`config.mk`:
```
export PLATFORM = sky130hd
export DESIGN_NAME = grid_clb_bl_wl_loader
export DESIGN_NICKNAME = d
export VERILOG_FILES = /design/src/rtl/grid_clb_bl_wl_loader.sv
export SDC_FILE = /design/constraint.sdc
export NUM_CORES = 2
export LEC_CHECK = 0
export ABC_AREA = 1
export CAP_MARGIN = 25
export CORE_AREA = 5 5 397 399
export CTS_BUF_LIST = sky130_fd_sc_hd__clkbuf_16
export DETAILED_ROUTE_END_ITERATION = 12
export DIE_AREA = 0 0 402 404
export GPL_TIMING_DRIVEN = 0
export PLACE_DENSITY = 0.46
export SLEW_MARGIN = 20
export SYNTH_ARGS = -nofsm -noshare
export SYNTH_HDL_FRONTEND = slang
export SYNTH_SLANG_ARGS = --single-unit
```
`constraint.sdc`:
```
create_clock -name clk -period 2.2 [get_ports clk]
set_input_delay 0.66 -clock clk [delete_from_list [all_inputs] [get_ports clk]]
set_output_delay 0.66 -clock clk [all_outputs]
set_load 0.01 [all_outputs]
```
`src/rtl/grid_clb_bl_wl_loader.sv`:
```
// Configuration loader for one grid_clb tile's memory bank.
// Assembles a bit-line frame from a valid/ready beat stream, then strobes one
// word line per row. bl/wl connect straight to the tile's bl/wl inputs.
module grid_clb_bl_wl_loader #(
  parameter int NUM_BL   = 1020,
  parameter int NUM_WL   = 1,
  parameter int DATA_W   = 4,
  parameter int WL_PULSE = 2
) (
  input  logic              clk,
  input  logic              reset,
  input  logic              cfg_start,
  input  logic [DATA_W-1:0] cfg_data,
  input  logic              cfg_valid,
  output logic              cfg_ready,
  output logic              cfg_busy,
  output logic              cfg_done,
  output logic [0:NUM_BL-1] bl,
  output logic [0:NUM_WL-1] wl
);

  localparam int BEATS   = NUM_BL / DATA_W;
  localparam int BEAT_W  = (BEATS > 1) ? $clog2(BEATS) : 1;
  localparam int ROW_W   = (NUM_WL > 1) ? $clog2(NUM_WL) : 1;
  localparam int PULSE_W = (WL_PULSE > 1) ? $clog2(WL_PULSE) : 1;
  localparam int IDX_W   = (NUM_BL > 1) ? $clog2(NUM_BL) : 1;

  localparam logic [IDX_W-1:0]   DW_IDX     = IDX_W'(DATA_W);
  localparam logic [BEAT_W-1:0]  BEAT_LAST  = BEAT_W'(BEATS - 1);
  localparam logic [ROW_W-1:0]   ROW_LAST   = ROW_W'(NUM_WL - 1);
  localparam logic [PULSE_W-1:0] PULSE_LAST = PULSE_W'(WL_PULSE - 1);

  // A frame that is not a whole number of beats, or a zero-length pulse,
  // cannot be programmed correctly, so refuse to elaborate.
  if ((NUM_BL % DATA_W) != 0) begin : g_bad_frame
    $error("grid_clb_bl_wl_loader: NUM_BL must be a multiple of DATA_W");
  end
  if (WL_PULSE < 1) begin : g_bad_pulse
    $error("grid_clb_bl_wl_loader: WL_PULSE must be at least 1");
  end

  typedef enum logic [2:0] {
    S_IDLE,
    S_LOAD,
    S_SETUP,
    S_PULSE,
    S_HOLD,
    S_DONE
  } state_e;

  state_e               state_q;
  logic [ROW_W-1:0]     row_q;
  logic [BEAT_W-1:0]    beat_q;
  logic [PULSE_W-1:0]   pulse_q;
  logic [0:NUM_BL-1]    bl_q;
  logic [0:NUM_WL-1]    wl_q;
  logic                 done_q;

  logic [DATA_W-1:0]    data_rev;
  logic [0:NUM_WL-1]    row_onehot;
  logic [IDX_W-1:0]     base_idx;

  // Beat bit i lands on bl[k*DATA_W + i]; bl is ascending, so the beat is
  // bit-reversed to make a plain part-select put cfg_data[0] first.
  always_comb begin
    data_rev = '0;
    for (int i = 0; i < DATA_W; i++) begin
      data_rev[DATA_W-1-i] = cfg_data[i];
    end
  end

  // Decode the current row into the word line it should strobe.
  always_comb begin
    row_onehot = '0;
    for (int r = 0; r < NUM_WL; r++) begin
      row_onehot[r] = (row_q == ROW_W'(r));
    end
  end

  assign base_idx = IDX_W'(beat_q) * DW_IDX;

  // Whole programming sequence: load a frame, bracket a word-line pulse with
  // one quiet cycle on each side, then advance to the next row or finish.
  always_ff @(posedge clk) begin
    if (reset) begin
      state_q <= S_IDLE;
      row_q   <= '0;
      beat_q  <= '0;
      pulse_q <= '0;
      bl_q    <= '0;
      wl_q    <= '0;
      done_q  <= 1'b0;
    end else begin
      case (state_q)
        S_IDLE, S_DONE: begin
          if (cfg_start) begin
            state_q <= S_LOAD;
            row_q   <= '0;
            beat_q  <= '0;
            done_q  <= 1'b0;
          end
        end
        S_LOAD: begin
          if (cfg_valid) begin
            bl_q[base_idx +: DATA_W] <= data_rev;
            if (beat_q == BEAT_LAST) begin
              state_q <= S_SETUP;
            end else begin
              beat_q <= beat_q + BEAT_W'(1);
            end
          end
        end
        S_SETUP: begin
          state_q <= S_PULSE;
          pulse_q <= '0;
          wl_q    <= row_onehot;
        end
        S_PULSE: begin
          if (pulse_q == PULSE_LAST) begin
            state_q <= S_HOLD;
            wl_q    <= '0;
          end else begin
            pulse_q <= pulse_q + PULSE_W'(1);
          end
        end
        S_HOLD: begin
          if (row_q == ROW_LAST) begin
            state_q <= S_DONE;
            done_q  <= 1'b1;
          end else begin
            state_q <= S_LOAD;
            row_q   <= row_q + ROW_W'(1);
            beat_q  <= '0;
          end
        end
        default: begin
          state_q <= S_IDLE;
          wl_q    <= '0;
        end
      endcase
    end
  end

  assign cfg_ready = (state_q == S_LOAD);
  assign cfg_busy  = (state_q == S_LOAD) || (state_q == S_SETUP) ||
                     (state_q == S_PULSE) || (state_q == S_HOLD);
  assign cfg_done  = done_q;
  assign bl        = bl_q;
  assign wl        = wl_q;

  // The tile must never see two rows selected at once.
  a_wl_onehot0 : assert property (@(posedge clk) disable iff (reset) $onehot0(wl_q));

  // The frame must be frozen while a word line is writing it.
  a_bl_stable : assert property (@(posedge clk) disable iff (reset) (|wl_q) |=> $stable(bl_q));

endmodule

```
==> reports/metrics.cfg <==
[critical_path]
path_class=flop to primary output
crit_chain=buf_6, nor2_4, inv_2, nand3_2, buf_6
critPathMaxStageDelay_ns=0.36
crit_top_cell=buf_6
crit_arrival_ns=1.61
end_kind=primary output
slowest_stage=dfxtp_4
r2r_slack_ns=0
reg2regPathDepth=8
critical_path_required_ns=1.54
worstPathMaxFanout=4
crit_path_start_kind=flop

[global_route]
grt_max_degree=17
grtUsageTotal_pct=30.9
grt_pass1_vias=42069
antenna_found_initial=24
grt_pass1_wl_um=351000
overflow=0

[clocking]
clk_latency_ns=0.76
cts.sink_count=1034
cts_buffers=120
cts_max_level=3
clk_path_buf_depth=3
cts_tree=done
cts-root-buf=clkbuf_16
clk_transition_reported_paths_ns=0.07

[die]
io_pins=1032
start_util_pct=26.9
die_w_um=402
rows=144
die_h_um=404
die-area_mm2=0.162
coreArea_mm2=0.154

[sta]
slew_violations=0
maxSlewHeadroom_pct=27.3
hold_viol=0
worst_slew_pin_slew_ns=1.09
skew_ns=0.0255
layout_worst_path_cycle_share_pct=103
rsz0062_at_grt=yes
max_freq_mhz=441
setup_violations=3
setup_slack_ns=-0.0664
period_needed_ns=2.27

[route]
vias_per_cell=4.74
avgRoutedWirePerCell_um=27.6
dr.first_iter.drc_count=3749
num_vias=45447
wl_met2_um=121000
wl_met3_um=23100
routed.top_layer=met5
drc_errors=0
routed_wl_um=264000
wirelength_met1_um=106000
drt_pass1_iterations=5
drtAntennaViolNets=0

[layout]
drive_gt1_share_pct=13.1
nets=7464
fin_util_pct=39.4
finalInstanceArea_mm2=0.0606
area_growth_pct=46.6

[logic_synthesis]
synth_area_mm2=0.0413
ys_ff_latch=1034
synth_cell_types=26
yosysSeqAreaShare_pct=50.1
synthesis.nets=6172
yosysTopAreaCell=dfxtp_1
synthTopCellsByArea=dfxtp_1 50%, nor2_1 22%, nand2_1 9.0%
syn-instance-count=6158
yosysTopAreaCellShare_pct=50.1
synth_warnings=0
syn_area_per_cell_um2=6.71

[power]
worst_ir_drop_vdd_mv=0.587
power_density_mw_per_mm2=692
power_leakage_nw=32.0
power_w=0.0419

[worst_hold_path]
hold-path-cell-count=2
min_path_type=flop to flop

[placed_design]
dp.final_hpwl_um=213000
gp_routability_congestion=0.914
place_ws_ns=-1.72
place_area_mm2=0.0547
numPortBuffers=1031

[outcome]
status=finished, violations left
violations=setup timing

[job]
drv_cap=0

==> stage by stage <==
step	TNS [ns]	hold slack (ns)	std cells
final	-0.107	0.475	9595
after global routing	-0.401	0.494	9590
after CTS	-0.656	0.475	9552
after detailed placement	-1209.58	0.463	9259
after global placement	-1762.14	0.460	9233
after floorplan	0	0.438	6158
==> layout make-up <==
type / count / area [µm²]
fillers: 16707 / 93000
flip-flops and latches: 1034 / 20800
multi-input cells: 4288 / 19100
repair buffers: 1172 / 10700
clock buffers: 122 / 3050
well taps: 2044 / 2560
inverters: 630 / 2400
plain buffers: 204 / 1340
clock inverters: 92 / 622
diodes: 9 / 22.5
==> power by group <==
part | total [W] | internal (W) | switching, W | leakage (nW)
combinational | 0.00372 | 0.000965 | 0.00276 | 21.7
clock | 0.0193 | 0.0107 | 0.00861 | 1.88
sequential | 0.0189 | 0.0188 | 0.0000772 | 8.35
==> worst max-delay path: cells and delay by family (launching register included) <==
family                 cells  cell delay [ns]
DFF                        1             0.36
and+or+nand+nor            2             0.18
buffers and inverters      3             0.31
==> registers in the layout, summed over array words and instances (netlist names) <==
name      cells
state_q       3
cfg_done      1
beat_q        8
bl         1020
wl            1
pulse_q       1
==> metal layers <==
metal | global-route usage, % | up-vias
li1 | - | 21496
met1 | 37.2 | 21613
met2 | 51.4 | 1895
met3 | 9.22 | 439
met4 | 13.1 | 4
met5 | 0 | -
==> synthesized netlist by cell type (all sizes together) <==
| library cell | number |
|---|---|
| nor3b | 1 |
| nand2 | 992 |
| nand3 | 64 |
| clkinv | 11 |
| a21oi | 68 |
| a211oi | 1 |
| ha | 6 |
| nor2 | 2392 |
| dfxtp | 1034 |
| clkbuf | 143 |
| inv | 619 |
| nand4 | 10 |
| buf | 63 |
| nor3 | 35 |
| o21ai | 719 |
==> path summary, 6_finish.rpt <==
kind              endpoint        from
setup reg to reg   bl[635]   beat_q[4]
setup / recovery  cfg_busy  state_q[2]
hold / removal     bl[917]     bl[917]
hold reg to reg    bl[917]     bl[917]
==> repair_timing <==
action | CTS | global route
gates resized for setup | 1739 | 315
pin swaps | 69 | 26
hold buffers | 0 | 0
setup buffers | 81 | 34
endpoints found under the hold margin | 0 | 0
setup endpoints to repair | 2055 | 856
==> logic make-up (layout without fill, tap and decap cells) <==
group	Yosys count	after routing	share of synthesized area, %
compound gates	788	788	9.55
fa+ha+maj	6	6	0.182
buf+inv	836	2220	7.77
flops	1034	1034	50.1
other cells	0	9	0
simple gates	3494	3494	32.4
==> cell usage in the layout (no fill, tap or decap), types with 40 or more instances in the layout <==
master and instances:
clkbuf_1 44, buf_4 114, clkbuf_2 80, dlygate4sd2_1 914
clkinv_1 41, clkbuf_16 122, nand3_1 40, inv_1 575
nor2_1 2199, nor2_2 65, a21oi_1 68, nand2_1 890
clkdlybuf4s15_2 53, o21ai_1 57, o21ai_0 654, dfxtp_1 993
nor2_4 127, nand2_2 93, clkdlybuf4s15_1 40, inv_2 58
Power figures use the tool's default switching activity.
